===== config.mk =====
export PLATFORM = sky130hd
export DESIGN_NAME = reg_fifo_flat
export DESIGN_NICKNAME = d
export VERILOG_FILES = /design/src/rtl/reg_fifo_if.sv /design/src/rtl/reg_fifo.sv /design/src/flat_wrapper.sv
export SDC_FILE = /design/constraint.sdc
export NUM_CORES = 1
export LEC_CHECK = 0
export BUFFER_PORTS_ARGS = -buffer_cell sky130_fd_sc_hd__buf_2
export CORE_ASPECT_RATIO = 0.6
export CORE_MARGIN = 2
export CORE_UTILIZATION = 50
export DETAILED_ROUTE_END_ITERATION = 7
export GPL_TIMING_DRIVEN = 0
export PLACE_DENSITY = 0.74
export SYNTH_ARGS = -nofsm -noshare
export SYNTH_HDL_FRONTEND = slang
export SYNTH_SLANG_ARGS = --single-unit
export TNS_END_PERCENT = 20

===== constraint.sdc =====
create_clock -name clk -period 2.4 [get_ports clk]
set_clock_uncertainty 0.15 [all_clocks]
set_input_delay 0.36 -clock clk [delete_from_list [all_inputs] [get_ports clk]]
set_output_delay 0.36 -clock clk [all_outputs]
set_load 0.005 [all_outputs]

===== src/rtl/reg_fifo_if.sv =====
// rtl/reg_fifo_if.sv - reg_fifo request/status bundle; REG_FIFO_NOUT_EN adds dout_n
interface reg_fifo_if #(
    parameter int WIDTH = 8,
    parameter int DEPTH = 4
);
    localparam int CW = $clog2(DEPTH) + 1;

    logic             wr_en;
    logic [WIDTH-1:0] din;
    logic             rd_en;
    logic [WIDTH-1:0] dout;
    logic             full;
    logic             empty;
    logic [CW-1:0]    count;
    logic             ovf;
    logic             udf;
`ifdef REG_FIFO_NOUT_EN
    logic [WIDTH-1:0] dout_n;

    modport master (output wr_en, din, rd_en,
                    input  dout, dout_n, full, empty, count, ovf, udf);
    modport slave  (input  wr_en, din, rd_en,
                    output dout, dout_n, full, empty, count, ovf, udf);
`else
    modport master (output wr_en, din, rd_en,
                    input  dout, full, empty, count, ovf, udf);
    modport slave  (input  wr_en, din, rd_en,
                    output dout, full, empty, count, ovf, udf);
`endif
endinterface


===== src/rtl/reg_fifo.sv =====
// rtl/reg_fifo.sv - register FIFO with registered dout and ovf/udf pulses; REG_FIFO_NOUT_EN adds dout_n
module reg_fifo #(
    parameter int WIDTH = 8,
    parameter int DEPTH = 4
) (
    input  logic       clk,
    input  logic       reset,
    reg_fifo_if.slave  bus
);
    localparam int AW = $clog2(DEPTH);
    localparam int CW = AW + 1;

    logic [WIDTH-1:0] mem [DEPTH];
    logic [AW-1:0]    wp;
    logic [AW-1:0]    rp;
    logic [CW-1:0]    cnt;
    logic [WIDTH-1:0] dout_q;
    logic             ovf_q;
    logic             udf_q;

    logic full_w;
    logic empty_w;
    logic do_rd;
    logic do_wr;

    assign full_w  = (cnt == CW'(DEPTH));
    assign empty_w = (cnt == '0);
    assign do_rd   = bus.rd_en && !empty_w;
    // A full FIFO still takes a write when the same edge frees a slot; empty never bypasses.
    assign do_wr   = bus.wr_en && (!full_w || do_rd);

    // Storage is not reset; stale words are unreachable once the pointers clear.
    always_ff @(posedge clk) begin
        if (!reset && do_wr) begin
            mem[wp] <= bus.din;
        end
    end

    always_ff @(posedge clk) begin
        if (reset) begin
            wp     <= '0;
            rp     <= '0;
            cnt    <= '0;
            dout_q <= '0;
            ovf_q  <= 1'b0;
            udf_q  <= 1'b0;
        end else begin
            ovf_q <= bus.wr_en && full_w && !do_rd;
            udf_q <= bus.rd_en && empty_w;
            if (do_wr) begin
                wp <= wp + 1'b1;
            end
            if (do_rd) begin
                rp     <= rp + 1'b1;
                dout_q <= mem[rp];
            end
            if (do_wr && !do_rd) begin
                cnt <= cnt + 1'b1;
            end else if (do_rd && !do_wr) begin
                cnt <= cnt - 1'b1;
            end
        end
    end

    assign bus.dout  = dout_q;
    assign bus.full  = full_w;
    assign bus.empty = empty_w;
    assign bus.count = cnt;
    assign bus.ovf   = ovf_q;
    assign bus.udf   = udf_q;
`ifdef REG_FIFO_NOUT_EN
    assign bus.dout_n = ~dout_q;
`endif
endmodule


===== src/flat_wrapper.sv =====
// flat-port wrapper written by rule: the top's interface ports become plain ports
module reg_fifo_flat 
#(
    parameter int WIDTH = 8,
    parameter int DEPTH = 4
)
  (clk, reset, bus_wr_en, bus_din, bus_rd_en, bus_dout, bus_full, bus_empty, bus_count, bus_ovf, bus_udf);
  reg_fifo_if #(.WIDTH(WIDTH), .DEPTH(DEPTH)) bus_i ();
  input  logic clk;
  input  logic reset;
  input wire logic [$bits(bus_i.wr_en)-1:0] bus_wr_en;
  input wire logic [$bits(bus_i.din)-1:0] bus_din;
  input wire logic [$bits(bus_i.rd_en)-1:0] bus_rd_en;
  output wire logic [$bits(bus_i.dout)-1:0] bus_dout;
  output wire logic [$bits(bus_i.full)-1:0] bus_full;
  output wire logic [$bits(bus_i.empty)-1:0] bus_empty;
  output wire logic [$bits(bus_i.count)-1:0] bus_count;
  output wire logic [$bits(bus_i.ovf)-1:0] bus_ovf;
  output wire logic [$bits(bus_i.udf)-1:0] bus_udf;
  assign bus_i.wr_en = bus_wr_en;
  assign bus_i.din = bus_din;
  assign bus_i.rd_en = bus_rd_en;
  assign bus_dout = bus_i.dout;
  assign bus_full = bus_i.full;
  assign bus_empty = bus_i.empty;
  assign bus_count = bus_i.count;
  assign bus_ovf = bus_i.ovf;
  assign bus_udf = bus_i.udf;
  reg_fifo #(.WIDTH(WIDTH), .DEPTH(DEPTH)) u_core (.clk(clk), .reset(reset), .bus(bus_i));
endmodule

==> impl_metrics.tcl, run 1 <==
set metrics [dict create \
    cp-start-kind "flop" \
    nets 183 \
    worst_setup_path_end_kind "flop" \
    cts_sinks 49 \
    grt_util_met2_pct 27.8 \
    ys_seq_area_share_pct 67.4 \
    dieArea_mm2 0.00439 \
    synth_cell_types 29 \
    p_switching_w 0.000683 \
    ys_ff_latch 49 \
    first_pass_iters 4 \
    r2r-end "u_core.bus.count[2]$_SDFFE_PP0P_" \
    core-area_mm2 0.00368 \
    ios 27 \
    antenna_found_initial 0 \
    clockBufferDepth 2 \
    p_sw_share_pct 29.0 \
    p_leak_nw 0.863 \
    synth_edf_count 32 \
    whs_endpoint "u_core.mem[2][1]$_DFFE_PP_" \
    worstReg2RegStart "u_core.bus.count[2]$_SDFFE_PP0P_" \
    seq_power_share_pct 45.9 \
    cts-root-buf "clkbuf_8" \
    fp.dieH_um 52.2 \
    r2r_cells 9 \
    hold_path_class "input pin to flop" \
    drc 0 \
    areaGrowthSynthToFinish_pct 19.0 \
    crit_type "flop to flop" \
    grt-ovfl-total 0 \
    syn_area_per_cell_um2 15.0 \
    final_util_pct 62.5 \
    setup_viol 0 \
    synthTopCellsByCount "edfxtp_1, dfxtp_1, nand2_1, a21oi_1, mux4_2" \
    post-route-period-util_pct 94.5 \
    htree_levels 2 \
    combPwrFrac_pct 28.9 \
    synthFlopType "edfxtp_1" \
    hold_depth 1 \
    gp_congestion 0.740 \
    yosysTopAreaCell "edfxtp_1" \
    outcome "finished, final reports clean" \
    period_minus_slack_ns 2.27 \
    syn_area_mm2 0.00193 \
    finalHoldWorstSlack_ns 0.117 \
    use_met3_pct 5.87 \
    drt.antenna.violating_nets 0 \
    grt_pass1_vias 1104 \
    grt_max_degree 17 \
    cellInternalPower_w 0.00167 \
    syn_inst 129 \
    required_ns 2.48 \
    grt_pass1_wl_um 5490 \
    layout-drive-gt1-share_pct 34.3 \
    start_util_pct 52.5 \
    cellPowerDensity_mw_per_mm2 1020 \
    instances_no_fill 213 \
    dp.final_hpwl_um 2290 \
    clock_latency_ns 0.30 \
    routed_wl_um 3380 \
    gr-usage-met1_pct 22.5 \
    viasPerCell 5.19 \
    clk_pin_slew_ns 0.09 \
    ys_async_sr_fraction_pct 0 \
    critical_path_arrival_ns 2.35 \
    tightest_slew_ns 0.562 \
    hold_violations 0 \
    track_usage_pct 17.6 \
    cts_tree "done" \
    n_antenna_cell 0 \
    fp.dieW_um 84.2 \
    drt-initial-drc-count 77 \
    synth_top_area_share_pct 49.7 \
    yosys_warnings 0 \
    numCtsBuffers 5 \
    drv_slew 0 \
    relSlewSlack_pct 62.6 \
    synth_area_leaders "edfxtp_1, dfxtp_1, mux4_2" \
    grt-busiest-layer "met2" \
    peakVddDrop_mv 0.588 \
    r2r_slack_ns 0.13 \
    cts_hold_buf 0 \
    routedWlPerCell_um 15.8 \
    min_from "bus_din[1]" \
    io_buffers 26 \
    drv_cap 0 \
    p_clk_share_pct 25.1 \
    place_inst 202 \
    worstPathMaxFanout 11 \
    clock.fmax_mhz 441 \
    syn_nets 147 \
    rows 17 \
    dr_total_vias 1105 \
    synth_most_common_cell "edfxtp_1" \
]
## cell type report
type / instances / area (µm²)
Tap cell: 47 / 58.8
Clock inverter: 3 / 43.8
Fill cell: 284 / 1380
Inverter: 5 / 31.3
Multi-Input combinational cell: 69 / 598
Buffer: 5 / 27.5
Sequential cell: 49 / 1310
Timing Repair Buffer: 30 / 160
Clock buffer: 5 / 68.8
## power by group through the flow
| stage | clock network [W] | registers, W | logic (W) |
|---|---|---|---|
| 2_1_floorplan | 0 | 0.00109 | 0.000418 |
| 3_3_place_gp | 0 | 0.00108 | 0.000589 |
| 3_5_place_dp | 0 | 0.00110 | 0.000602 |
| 4_1_cts | 0.000599 | 0.00108 | 0.000606 |
| 5_1_grt | 0.000643 | 0.00110 | 0.000762 |
| 6_report | 0.000591 | 0.00108 | 0.000681 |
## worst max-delay path by stage
stage	start	end	depth (start not counted)
2_1_floorplan	u_core.bus.count[0]$_SDFFE_PP0P_	u_core.bus.count[2]$_SDFFE_PP0P_	10
3_3_place_gp	u_core.bus.count[0]$_SDFFE_PP0P_	u_core.bus.count[2]$_SDFFE_PP0P_	10
3_5_place_dp	u_core.bus.count[0]$_SDFFE_PP0P_	u_core.bus.count[2]$_SDFFE_PP0P_	10
4_1_cts	u_core.bus.count[0]$_SDFFE_PP0P_	u_core.bus.count[2]$_SDFFE_PP0P_	9
5_1_grt	u_core.bus.count[1]$_SDFFE_PP0P_	u_core.bus.count[2]$_SDFFE_PP0P_	8
6_report	u_core.bus.count[2]$_SDFFE_PP0P_	u_core.bus.count[2]$_SDFFE_PP0P_	9
## metal layers
layer  up-vias  wire length, µm
met5         -                0
li1        535                -
met1       531             1550
met4         0               68
met2        33             1560
met3         6              194
## cell usage in the layout (no fill, tap or decap), drive strengths merged, types with 2 or more instances in the layout
cell type,Yosys,routed
and2,4,4
nand2,16,16
ha,5,5
edfxtp,32,32
mux2i,2,2
clkinv,0,2
buf,3,32
and3b,2,2
a21oi,10,10
xor2,2,2
mux4,8,8
o21ai,2,2
nor2,5,5
dfxtp,17,17
clkbuf,3,8
or3,2,2
nor3b,2,2
nand2b,2,2
inv,5,5
## state kept, by name, summed over array words and instances (netlist names)
signal and flops:
u_core.bus.count 3, u_core.bus.dout 8, u_core.bus.ovf 1, u_core.bus.udf 1
u_core.mem 32, u_core.rp 2, u_core.wp 2
## stage by stage
| step | worst slack [ns] | setup TNS, ns | total power [W] | instance area [µm²] |
|---|---|---|---|---|
| after global routing | -0.00349 | -0.00349 | 0.00251 | 2300 |
| final | 0.131 | 0 | 0.00235 | 2300 |
| after global placement | -0.0554 | -0.0554 | 0.00167 | 2120 |
| after CTS | 0.0168 | 0 | 0.00229 | 2240 |
| after floorplan | 0.0373 | 0 | 0.00151 | 1930 |
| after detailed placement | -0.143 | -0.143 | 0.00170 | 2120 |
## kinds of logic after synthesis
kind of cell,Yosys count,share of synthesized area [%]
xor+xnor,3,1.36
mux,11,10.9
buf+inv,11,2.78
flops,49,67.4
simple gates,36,9.71
fa+ha+maj,6,4.27
compound gates,13,3.56
## critical path, stage by stage, from the launching register on
cell and delay, ns:
dfxtp_4 0.37, o31a_1 0.31, buf_6 0.14, clkinv_8 0.07, ha_4 0.13, inv_1 0.05, fa_2 0.33, xor2_1 0.16
or3_1 0.39, a21oi_2 0.11
## repair_timing
action                                  4_1_cts  5_1_grt
gates resized for setup                       8        6
setup buffers                                 0        4
endpoints found under the setup margin        1        1
pin swaps                                     0        2
No activity file was read; power rests on OpenSTA's default activity.
==> run 2: changes to the inputs <==
--- a/config.mk
+++ b/config.mk
@@ -12,6 +12,7 @@
 export DETAILED_ROUTE_END_ITERATION = 7
 export GPL_TIMING_DRIVEN = 0
 export PLACE_DENSITY = 0.74
+export RECOVER_POWER = 100
 export SYNTH_ARGS = -nofsm -noshare
 export SYNTH_HDL_FRONTEND = slang
 export SYNTH_SLANG_ARGS = --single-unit
==> run 2 against run 1 <==
  * Setup slack better by 0.0013 ns
  * Via count is 0.36% lower
  * Sequential power hardly changed
  * Clock-buffer cell count stayed put
  * Final cell count stayed put
  * First-iteration DRC count is 27% higher
  * Critical endpoint unchanged
  * Routed wire length is 0.68% higher
  * Global-route usage stayed put
  * Non-clock buffer count stayed put
  * Critical path depth stayed put
  * Total power is 0.38% lower
  * Highest routed layer unchanged
  * Clock power hardly changed
==> impl_metrics.tcl, run 2 (synthesis gave the netlist of run 1 again) <==
set metrics [dict create \
    outcome "finished, final reports clean" \
    dieArea_mm2 0.00439 \
    placed_cell_area_mm2 0.00212 \
    cpPeakStageDelay_ns 0.38 \
    grt_max_degree 17 \
    rows 17 \
    tightest_slew_ns 0.770 \
    dr_total_vias 1101 \
    post-route-period-util_pct 94.5 \
    crit_type "flop to flop" \
    dp.final_hpwl_um 2290 \
    viasPerCell 5.17 \
    hold_path_class "input pin to flop" \
    mostFrequentLayoutCells "edfxtp_1, clkbuf_1, nand2_1" \
    fp.dieW_um 84.2 \
    cts_sinks 49 \
    first_pass_iters 5 \
    io_buffers 26 \
    required_ns 2.48 \
    setup_viol 0 \
    critical_path.cell_chain "o31a_1 > buf_6 > clkinv_8 > ha_4 > inv_1 > fa_2 > xor2_1 > or3_1 > a21oi_2" \
    cellPowerDensity_mw_per_mm2 1030 \
    p_leak_nw 0.814 \
    period_minus_slack_ns 2.27 \
    gp_congestion 0.740 \
    grt_pass1_wl_um 5490 \
    layout-drive-gt1-share_pct 25.9 \
    clockBufferDepth 2 \
    antenna_found_initial 0 \
    critical_path_arrival_ns 2.35 \
    htree_levels 2 \
    fp.dieH_um 52.2 \
    largest_register_ffs 32 \
    grt-ovfl-total 0 \
    drt-initial-drc-count 98 \
    final_util_pct 62.0 \
    relSlewSlack_pct 48.7 \
    grt_pass1_vias 1104 \
    cts_tree "done" \
    n_antenna_cell 0 \
    worst_setup_path_end_kind "flop" \
    regMostFlops "u_core.mem" \
    drc 0 \
    core-area_mm2 0.00368 \
    numCtsBuffers 5 \
    cts-root-buf "clkbuf_8" \
    drv_slew 0 \
    track_usage_pct 17.6 \
    wl_met1_um 1570 \
    top_layer "met4" \
    peakVddDrop_mv 0.574 \
    routedWlPerCell_um 16.0 \
    final_common_cell "edfxtp_1" \
    clk_pin_slew_ns 0.09 \
    design_area_mm2 0.00228 \
    clock.fmax_mhz 441 \
    drv_cap 0 \
    nets 183 \
    met3_length_um 201 \
    cp-start-kind "flop" \
    wl_met2_um 1550 \
    areaGrowthSynthToFinish_pct 18.1 \
    routed_wl_um 3400 \
    worstPathMaxFanout 11 \
    ios 27 \
    clock_latency_ns 0.30 \
    cp_slowest_cell "or3_1" \
    start_util_pct 52.5 \
    hold_violations 0 \
    drt.antenna.violating_nets 0 \
]
[run 2: power breakdown]
part           leakage [nW]  switching, W  internal, W
Sequential            0.432     0.0000727      0.00101
Combinational         0.324      0.000335     0.000337
Clock                0.0585      0.000277     0.000312
Total                 0.814      0.000684      0.00166
[run 2: timing repair]
item                       CTS  global route
gates resized for setup      8             6
pin swaps                    0             2
setup endpoints to repair    1             1
cloned                       0             0
setup buffers                0             4
hold buffers                 0             0
[run 2: path summary, 6_finish.rpt]
kind | from | end | slack (ns) | cells after the start
worst max-delay path | u_core.bus.count[2]$_SDFFE_PP0P_ | u_core.bus.count[2]$_SDFFE_PP0P_ | 0.13 | 9
worst min-delay path | bus_din[2] | u_core.mem[3][2]$_DFFE_PP_ | 0.16 | 1
worst max register to register | u_core.bus.count[2]$_SDFFE_PP0P_ | u_core.bus.count[2]$_SDFFE_PP0P_ | 0.13 | 9
worst min register to register | u_core.bus.dout[5]$_SDFFE_PP0N_ | u_core.bus.dout[5]$_SDFFE_PP0N_ | 0.31 | 2
[run 2: through the flow]
stage               hold WS [ns]  worst slack (ns)  setup TNS (ns)  std cells  total power, W
detailed placement         0.295            -0.143          -0.143        202         0.00170
global placement           0.289           -0.0554         -0.0554        202         0.00167
CTS                        0.110            0.0168               0        209         0.00229
floorplan                  0.303            0.0373               0        129         0.00151
finish                     0.163             0.132               0        213         0.00234
global route               0.165          -0.00350        -0.00350        213         0.00250
[run 2: worst max-delay path, delay by kind of cell (launching register included)]
kind | cells | cell delay [ns]
buf+inv | 3 | 0.26
fa+ha+maj | 2 | 0.46
simple gates | 1 | 0.38
xor+xnor | 1 | 0.15
flops | 1 | 0.37
compound gates | 2 | 0.42
[run 2: cell type report]
class | instances | area [µm²]
fillers | 285 | 1400
flip-flops and latches | 49 | 1310
multi-input cells | 69 | 598
repair buffers | 30 | 144
clock buffers | 5 | 68.8
well taps | 47 | 58.8
clock inverters | 3 | 43.8
inverters | 5 | 31.3
plain buffers | 5 | 26.3
[run 2: layer usage]
layer	up-vias	GRT usage, %
li1	536	-
met1	527	22.5
met2	32	27.8
met3	6	5.87
met4	0	8.06
met5	-	0
